`config.mk`:
```
export PLATFORM = sky130hd
export DESIGN_NAME = pim_bloom_scan_flat
export DESIGN_NICKNAME = d
export VERILOG_FILES = /design/src/rtl/pim_bloom_scan_if.sv /design/src/rtl/pim_bloom_scan.sv /design/src/flat_wrapper.sv
export SDC_FILE = /design/constraint.sdc
export NUM_CORES = 2
export LEC_CHECK = 0
export CORE_MARGIN = 8
export CORE_UTILIZATION = 57
export DETAILED_ROUTE_END_ITERATION = 12
export DONT_BUFFER_PORTS = 1
export HOLD_SLACK_MARGIN = 0.08
export PLACE_DENSITY = 0.75
export SETUP_SLACK_MARGIN = 0.5
export SLEW_MARGIN = 0
export SYNTH_ARGS = -nofsm -noshare
export SYNTH_HDL_FRONTEND = slang
export SYNTH_SLANG_ARGS = --single-unit
```
`constraint.sdc`:
```
create_clock -name clk -period 7.2 [get_ports clk]
set_input_delay 0.72 -clock clk [delete_from_list [all_inputs] [get_ports clk]]
set_output_delay 0.72 -clock clk [all_outputs]
set_load 0.05 [all_outputs]
```
`src/rtl/pim_bloom_scan_if.sv`:
```
`default_nettype none
// ============================================================================
//  Module      : pim_bloom_scan_if
//  Description : Host-side bundle for pim_bloom_scan. Carries the pass
//                handshake (start/mode/distance/busy/done), the entry load
//                port and the scan result flags. The bloom_cnt member exists
//                only when PIM_BLOOM_CNT_EN is defined.
//  Revision    : 1.0 - initial release
// ============================================================================
interface pim_bloom_scan_if #(
  parameter int SIGNAL_WIDTH = 18,
  parameter int DIST_WIDTH   = 14,
  parameter int PEAK_NUM     = 4,
  parameter int ADDR_WIDTH   = 5
);
  // pass request
  logic                                        start;
  logic [1:0]                                  mode;
  logic [DIST_WIDTH-1:0]                       distance;
  // entry load port
  logic                                        ld_valid;
  logic [ADDR_WIDTH-1:0]                       ld_addr;
  logic [(SIGNAL_WIDTH+DIST_WIDTH)*PEAK_NUM-1:0] ld_data;
  // status / results
  logic                                        busy;
  logic                                        done;
  logic                                        contains_ref;
  logic                                        contains_bloom;
  logic [DIST_WIDTH-1:0]                       ref_dist;
`ifdef PIM_BLOOM_CNT_EN
  logic [ADDR_WIDTH:0]                         bloom_cnt;

  modport master (
    output start, mode, distance, ld_valid, ld_addr, ld_data,
    input  busy, done, contains_ref, contains_bloom, ref_dist, bloom_cnt
  );

  modport slave (
    input  start, mode, distance, ld_valid, ld_addr, ld_data,
    output busy, done, contains_ref, contains_bloom, ref_dist, bloom_cnt
  );
`else
  modport master (
    output start, mode, distance, ld_valid, ld_addr, ld_data,
    input  busy, done, contains_ref, contains_bloom, ref_dist
  );

  modport slave (
    input  start, mode, distance, ld_valid, ld_addr, ld_data,
    output busy, done, contains_ref, contains_bloom, ref_dist
  );
`endif
endinterface
`default_nettype wire

```
`src/rtl/pim_bloom_scan.sv`:
```
`default_nettype none
// ============================================================================
//  Module      : pim_bloom_scan
//  Description : Per-block peak store with built-in scan engine. A pass
//                walks every entry (read cycle, evaluate/write-back cycle)
//                and either clears notations, marks reference entries that
//                match a target distance, or marks bloom entries matching
//                the stored reference distance. Host loads entries through
//                a load port while idle.
//                Optional macro PIM_BLOOM_CNT_EN adds the bloom_cnt output.
//  Revision    : 1.0 - initial release
// ============================================================================
module pim_bloom_scan #(
  parameter int BLOCK_SIZE   = 30,
  parameter int SIGNAL_WIDTH = 18,
  parameter int DIST_WIDTH   = 14,
  parameter int NOT_WIDTH    = 2,
  parameter int PEAK_NUM     = 4,
  parameter int ADDR_WIDTH   = 5,
  parameter int REF_THRESH   = 1000,
  parameter int DIST_TOL     = 4
) (
  input wire              clk,
  input wire              rst,
  pim_bloom_scan_if.slave bus
);

  localparam int c_peak_w = SIGNAL_WIDTH + DIST_WIDTH;
  localparam int c_data_w = c_peak_w * PEAK_NUM;

  localparam logic [1:0] c_st_idle = 2'd0;
  localparam logic [1:0] c_st_rd   = 2'd1;
  localparam logic [1:0] c_st_ev   = 2'd2;
  localparam logic [1:0] c_st_fin  = 2'd3;

  localparam logic [1:0] c_mode_clear = 2'b00;
  localparam logic [1:0] c_mode_ref   = 2'b01;
  localparam logic [1:0] c_mode_bloom = 2'b10;
  localparam logic [1:0] c_mode_rsvd  = 2'b11;

  localparam logic [NOT_WIDTH-1:0] c_note_none  = NOT_WIDTH'(0);
  localparam logic [NOT_WIDTH-1:0] c_note_ref   = NOT_WIDTH'(1);
  localparam logic [NOT_WIDTH-1:0] c_note_bloom = NOT_WIDTH'(2);

  localparam logic [SIGNAL_WIDTH-1:0] c_thresh = SIGNAL_WIDTH'(REF_THRESH);
  localparam logic [DIST_WIDTH:0]     c_tol    = (DIST_WIDTH+1)'(DIST_TOL);
  localparam logic [ADDR_WIDTH:0]     c_size   = (ADDR_WIDTH+1)'(BLOCK_SIZE);
  localparam logic [ADDR_WIDTH-1:0]   c_last   = ADDR_WIDTH'(BLOCK_SIZE - 1);

  // FSM
  logic [1:0]              r_state;
  logic [1:0]              w_state_nxt;
  logic                    w_busy;
  logic                    w_done;
  logic                    w_pass_start;
  logic                    w_rd;
  logic                    w_ev;
  logic                    w_ld_ok;
  logic                    w_last;

  // pass context and results
  logic [ADDR_WIDTH-1:0]   r_addr;
  logic [1:0]              r_mode;
  logic [DIST_WIDTH-1:0]   r_target;
  logic                    r_contains_ref;
  logic                    r_contains_bloom;
  logic [DIST_WIDTH-1:0]   r_ref_dist;
`ifdef PIM_BLOOM_CNT_EN
  logic [ADDR_WIDTH:0]     r_bloom_cnt;
`endif

  // storage
  logic [c_data_w-1:0]     r_mem  [0:BLOCK_SIZE-1];
  logic [NOT_WIDTH-1:0]    r_note [0:BLOCK_SIZE-1];
  logic [c_data_w-1:0]     r_rd_data;

  // evaluation
  logic [SIGNAL_WIDTH-1:0] w_sig  [0:PEAK_NUM-1];
  logic [DIST_WIDTH-1:0]   w_dist [0:PEAK_NUM-1];
  logic [NOT_WIDTH-1:0]    w_cur_note;
  logic                    w_ref_hit;
  logic [DIST_WIDTH-1:0]   w_ref_hit_dist;
  logic                    w_bloom_hit;
  logic                    w_ref_mark;
  logic                    w_bloom_mark;

  // Absolute distance difference on one extra bit so it can never wrap.
  function automatic logic dist_match(input logic [DIST_WIDTH-1:0] a,
                                      input logic [DIST_WIDTH-1:0] b);
    logic [DIST_WIDTH:0] diff;
    if (a >= b) diff = {1'b0, a} - {1'b0, b};
    else        diff = {1'b0, b} - {1'b0, a};
    return (diff <= c_tol);
  endfunction

  // State register.
  always_ff @(posedge clk or posedge rst) begin
    if (rst) r_state <= c_st_idle;
    else     r_state <= w_state_nxt;
  end

  // Next-state logic: reserved mode skips straight to FIN.
  always_comb begin
    w_state_nxt = r_state;
    case (r_state)
      c_st_idle: begin
        if (bus.start) begin
          if (bus.mode == c_mode_rsvd) w_state_nxt = c_st_fin;
          else                         w_state_nxt = c_st_rd;
        end
      end
      c_st_rd:  w_state_nxt = c_st_ev;
      c_st_ev:  w_state_nxt = w_last ? c_st_fin : c_st_rd;
      default:  w_state_nxt = c_st_idle;
    endcase
  end

  // Output decode: status outputs and per-state strobes.
  always_comb begin
    w_busy       = (r_state == c_st_rd) || (r_state == c_st_ev);
    w_done       = (r_state == c_st_fin);
    w_rd         = (r_state == c_st_rd);
    w_ev         = (r_state == c_st_ev);
    w_pass_start = (r_state == c_st_idle) && bus.start && (bus.mode != c_mode_rsvd);
    w_ld_ok      = bus.ld_valid && !w_busy && ({1'b0, bus.ld_addr} < c_size);
  end

  assign w_last     = (r_addr == c_last);
  assign w_cur_note = r_note[r_addr];

  // Split the read word into per-peak signal and distance fields.
  generate
    for (genvar p = 0; p < PEAK_NUM; p++) begin : g_peak
      assign w_dist[p] = r_rd_data[p*c_peak_w +: DIST_WIDTH];
      assign w_sig[p]  = r_rd_data[p*c_peak_w + DIST_WIDTH +: SIGNAL_WIDTH];
    end
  endgenerate

  // Peak evaluation; descending walk so the lowest-index ref peak wins.
  always_comb begin
    w_ref_hit      = 1'b0;
    w_ref_hit_dist = '0;
    w_bloom_hit    = 1'b0;
    for (int p = PEAK_NUM - 1; p >= 0; p--) begin
      if ((w_sig[p] >= c_thresh) && dist_match(w_dist[p], r_target)) begin
        w_ref_hit      = 1'b1;
        w_ref_hit_dist = w_dist[p];
      end
      if ((w_sig[p] < c_thresh) && dist_match(w_dist[p], r_ref_dist)) begin
        w_bloom_hit = 1'b1;
      end
    end
    w_ref_mark   = w_ev && (r_mode == c_mode_ref) &&
                   (w_cur_note == c_note_none) && w_ref_hit;
    w_bloom_mark = w_ev && (r_mode == c_mode_bloom) && r_contains_ref &&
                   (w_cur_note == c_note_none) && w_bloom_hit;
  end

  // Data array: host writes plus the synchronous scan read, never reset.
  always_ff @(posedge clk) begin
    if (w_ld_ok) r_mem[bus.ld_addr] <= bus.ld_data;
    if (w_rd)    r_rd_data <= r_mem[r_addr];
  end

  // Notation array: a load invalidates the entry, EV writes back the result.
  always_ff @(posedge clk or posedge rst) begin
    if (rst) begin
      for (int i = 0; i < BLOCK_SIZE; i++) r_note[i] <= c_note_none;
    end else if (w_ld_ok) begin
      r_note[bus.ld_addr] <= c_note_none;
    end else if (w_ev) begin
      if (r_mode == c_mode_clear) r_note[r_addr] <= c_note_none;
      else if (w_ref_mark)        r_note[r_addr] <= c_note_ref;
      else if (w_bloom_mark)      r_note[r_addr] <= c_note_bloom;
    end
  end

  // Pass context, address walk and sticky result flags.
  always_ff @(posedge clk or posedge rst) begin
    if (rst) begin
      r_addr           <= '0;
      r_mode           <= c_mode_clear;
      r_target         <= '0;
      r_contains_ref   <= 1'b0;
      r_contains_bloom <= 1'b0;
      r_ref_dist       <= '0;
`ifdef PIM_BLOOM_CNT_EN
      r_bloom_cnt      <= '0;
`endif
    end else begin
      if (w_pass_start) begin
        r_addr   <= '0;
        r_mode   <= bus.mode;
        r_target <= bus.distance;
        if (bus.mode == c_mode_ref) r_contains_ref <= 1'b0;
        if (bus.mode == c_mode_bloom) begin
          r_contains_bloom <= 1'b0;
`ifdef PIM_BLOOM_CNT_EN
          r_bloom_cnt      <= '0;
`endif
        end
      end
      if (w_ev) begin
        r_addr <= r_addr + ADDR_WIDTH'(1);
        // Clearing the flags on the last EV edge makes them read 0 with done.
        if ((r_mode == c_mode_clear) && w_last) begin
          r_contains_ref   <= 1'b0;
          r_contains_bloom <= 1'b0;
          r_ref_dist       <= '0;
`ifdef PIM_BLOOM_CNT_EN
          r_bloom_cnt      <= '0;
`endif
        end
        if (w_ref_mark) begin
          r_contains_ref <= 1'b1;
          // The flag was cleared at start, so a low flag means first hit.
          if (!r_contains_ref) r_ref_dist <= w_ref_hit_dist;
        end
        if (w_bloom_mark) begin
          r_contains_bloom <= 1'b1;
`ifdef PIM_BLOOM_CNT_EN
          if (r_bloom_cnt < c_size) r_bloom_cnt <= r_bloom_cnt + (ADDR_WIDTH+1)'(1);
`endif
        end
      end
    end
  end

  assign bus.busy           = w_busy;
  assign bus.done           = w_done;
  assign bus.contains_ref   = r_contains_ref;
  assign bus.contains_bloom = r_contains_bloom;
  assign bus.ref_dist       = r_ref_dist;
`ifdef PIM_BLOOM_CNT_EN
  assign bus.bloom_cnt      = r_bloom_cnt;
`endif

endmodule
`default_nettype wire

```
`src/flat_wrapper.sv`:
```
// flat-port wrapper written by rule: the top's interface ports become plain ports
module pim_bloom_scan_flat 
#(
  parameter int BLOCK_SIZE   = 30,
  parameter int SIGNAL_WIDTH = 18,
  parameter int DIST_WIDTH   = 14,
  parameter int NOT_WIDTH    = 2,
  parameter int PEAK_NUM     = 4,
  parameter int ADDR_WIDTH   = 5,
  parameter int REF_THRESH   = 1000,
  parameter int DIST_TOL     = 4
)
  (clk, rst, bus_start, bus_mode, bus_distance, bus_ld_valid, bus_ld_addr, bus_ld_data, bus_busy, bus_done, bus_contains_ref, bus_contains_bloom, bus_ref_dist);
  pim_bloom_scan_if #(.SIGNAL_WIDTH(SIGNAL_WIDTH), .DIST_WIDTH(DIST_WIDTH), .PEAK_NUM(PEAK_NUM), .ADDR_WIDTH(ADDR_WIDTH)) bus_i ();
  input wire clk;
  input wire rst;
  input wire logic [$bits(bus_i.start)-1:0] bus_start;
  input wire logic [$bits(bus_i.mode)-1:0] bus_mode;
  input wire logic [$bits(bus_i.distance)-1:0] bus_distance;
  input wire logic [$bits(bus_i.ld_valid)-1:0] bus_ld_valid;
  input wire logic [$bits(bus_i.ld_addr)-1:0] bus_ld_addr;
  input wire logic [$bits(bus_i.ld_data)-1:0] bus_ld_data;
  output wire logic [$bits(bus_i.busy)-1:0] bus_busy;
  output wire logic [$bits(bus_i.done)-1:0] bus_done;
  output wire logic [$bits(bus_i.contains_ref)-1:0] bus_contains_ref;
  output wire logic [$bits(bus_i.contains_bloom)-1:0] bus_contains_bloom;
  output wire logic [$bits(bus_i.ref_dist)-1:0] bus_ref_dist;
  assign bus_i.start = bus_start;
  assign bus_i.mode = bus_mode;
  assign bus_i.distance = bus_distance;
  assign bus_i.ld_valid = bus_ld_valid;
  assign bus_i.ld_addr = bus_ld_addr;
  assign bus_i.ld_data = bus_ld_data;
  assign bus_busy = bus_i.busy;
  assign bus_done = bus_i.done;
  assign bus_contains_ref = bus_i.contains_ref;
  assign bus_contains_bloom = bus_i.contains_bloom;
  assign bus_ref_dist = bus_i.ref_dist;
  pim_bloom_scan #(.BLOCK_SIZE(BLOCK_SIZE), .SIGNAL_WIDTH(SIGNAL_WIDTH), .DIST_WIDTH(DIST_WIDTH), .NOT_WIDTH(NOT_WIDTH), .PEAK_NUM(PEAK_NUM), .ADDR_WIDTH(ADDR_WIDTH), .REF_THRESH(REF_THRESH), .DIST_TOL(DIST_TOL)) u_core (.clk(clk), .rst(rst), .bus(bus_i));
endmodule
```
==> impl_metrics.ini <==
[status]
status = complete, no violations

[synthesis]
synth-main-ff-cell = edfxtp_1
synth-seq-cells = 3695
ys_seq_area_frac = 0.7394
syn_nets = 8105
synth_area_leaders = edfxtp_1, mux4_2, ha_1, a22oi_1, dfrtp_1
async_flop_share = 0.02679
synthDistinctLibCells = 92
synth_area_mm2 = 0.1494
synth_top_area_share = 0.7228
yosysTopAreaCell = edfxtp_1
syn_avg_cell_area_um2 = 19.35
yosys_warnings = 0
yosysMostFrequentCell = edfxtp_1
syn_inst = 7719
synth_common_cells = edfxtp_1, mux4_2, a22oi_1
synth_edf_count = 3596

[detailed_routing]
ant_nets = 0
drt_iter0_drc = 11980
drt-total-wl_mm = 418.6
viasPerCell = 6.981
dr.pass1.iters = 6
drc_errors = 0
wire_per_inst_um = 35.60
vias = 82090

[sta]
finalHoldViolations = 0
tightest_slew_ps = 1359
slew_viol_final = 0
fin_skew_ps = 75.08
max_freq_ghz = 0.1602
relSlewSlack = 0.09171
rsz0062_at_grt = false
period_share = 0.8670
tns_ps = 0
final-setup-viol-count = 0
period_needed_ps = 6243

[finish]
layout.nets = 8316
final_layout_size_suffix_gt1_frac = 0.1918
area_growth_pct = 12.00
utilization = 0.6397

[grt]
track_usage = 0.2931
antenna_found_initial = 49
grt_pass1_vias = 81610
grt_pass1_wl_mm = 590.0
grt_max_degree = 134
overflow = 0

[power_and_ir_drop]
cellPowerDensity_mw_per_mm2 = 383.1
peakVddDrop_mv = 0.6807
total_power_w = 0.06411
p_leak_nw = 53.15

[job]
max_cap_viol_count = 0

[cts]
htreeDepth = 5
cts_tree = yes
insertion_delay_ps = 930
cts_root_buf = clkbuf_16
postCtsSetupBuffers = 0
cts_buffer_depth = 4
cts_resized = 0
numClockSinks = 3695
path_clk_slew_ps = 70
cts_made_buffers = 365
ctsHoldBuffers = 134

[placement]
hpwl_mm = 209.6
port-buffer-count = 0
gp_congestion = 0.9532

[floorplan]
initial_core_util = 0.5712
pin_count = 171
coreArea_mm2 = 0.2616
die_w_um = 528.0
dieArea_mm2 = 0.2787
core.rowCount = 188
die_h_um = 528.0

[worst_setup_path]
start_kind = flop
worst-path-stages = 13
worstPathArrival_ps = 7010
cp.required_ps = 7960
cp_top_family = compound AO/OA/AOI/OAI gates
reg2regPathDepth = 13
timing.setup.critical_path_class = reg -> reg
slowest_stage = dfrtp_1
max_stage_delay_ps = 1050
critical_path_peak_fanout = 29
critical_path_buf_inv_count = 1
cpMostUsedCell = nor2_1
end_kind = flop
cp_cell_sequence = inv_1 -> ha_1 -> nor2_1 -> a311o_1 -> a211oi_1 -> nor2_1 -> o21a_1 -> o211ai_1 -> o2111a_1 -> o2111ai_1 -> nand4_1 -> or4b_4 -> o22ai_1

[worst_hold_path]
min_delay_path_depth = 4
hold_class = in -> reg
## worst min-delay path, cell delays in order
cell and delay [ps]:
a31oi_1 120, a21oi_1 80, o21ai_0 70, o31ai_1 70
## metrics by stage
step           worst slack (ps)  hold slack, ps  area, um^2  std cells
2_1_floorplan            -101.6           472.8      149400       7719
3_3_place_gp               1278           487.9      154300      10940
3_5_place_dp               1283           495.9      154300      10940
4_1_cts                    1217           175.8      167300      11730
5_1_grt                   853.9           241.4      167300      11740
6_report                  957.2           229.2      167300      11760
## final timing paths
kind	endpoint	from	slack, ps
setup / recovery	flop	u_core.bus.ref_dist[5]	960
hold / removal	u_core.r_state[1]	bus_mode[0]	230
setup reg to reg	flop	u_core.bus.ref_dist[5]	960
min in group asynchronous	u_core.r_state[1]	rst	340
max in group asynchronous	u_core.r_addr[1]	rst	5470
hold reg to reg	flop	flop	520
## cell usage in the layout (no fill, tap or decap), drive strengths merged, types with 55 or more instances in the layout
cell type	n
nand2	257
inv	201
nand4	147
a21oi	212
nor2	160
buf	157
o22ai	68
mux2i	161
o21ai	129
clkinv	148
edfxtp	3596
ha	233
a22oi	356
dlygate4sd3	134
nor3	65
o211ai	109
dfrtp	99
mux4	812
a21o	55
clkbuf	454
## cell type report
class,count,area (um^2)
Antenna cell,25,62.56
Clock buffer,454,9719
Clock inverter,202,1913
Fill cell,16920,94250
Inverter,191,719.4
Multi-Input combinational cell,3386,36810
Sequential cell,3695,110500
Tap cell,3515,4398
Timing Repair Buffer,291,3233
## where the power goes
part / total, W / switching, W / internal (W)
Sequential: 0.0258 / 0.000999 / 0.0248
Combinational: 0.0195 / 0.0118 / 0.00772
Clock: 0.0188 / 0.00804 / 0.0107
Total: 0.0641 / 0.0208 / 0.0433
## logic make-up (layout without fill, tap and decap cells)
kind of cell / after synthesis / in the layout / synth area share
flops: 3695 / 3695 / 0.7394
compound gates: 1228 / 1228 / 0.05709
mux: 983 / 983 / 0.1339
simple gates: 881 / 881 / 0.03020
buf+inv: 638 / 1138 / 0.01631
fa+ha+maj: 233 / 233 / 0.01951
xor+xnor: 61 / 61 / 0.003576
other cells: 0 / 25 / 0
## sequential cells by signal, summed over array words and instances (netlist names), named ones only
signal / flops
u_core.r_rd_data: 116
u_core.r_target: 14
u_core.bus.contains_ref: 1
u_core.bus.contains_bloom: 1
u_core.r_mem: 3480
u_core.r_state: 2
u_core.bus.ref_dist: 14
u_core.r_addr: 5
u_core.r_mode: 2
## metal layers
| metal | wire length, um | share of wire | GRT usage |
|---|---|---|---|
| met1 | 156100 | 0.37 | 0.4072 |
| met2 | 198800 | 0.47 | 0.4703 |
| met3 | 47700 | 0.11 | 0.06289 |
| met4 | 15870 | 0.038 | 0.09678 |
| met5 | 130 | 0.00031 | 0 |
Note: power is estimated with default switching activity, not from simulation.
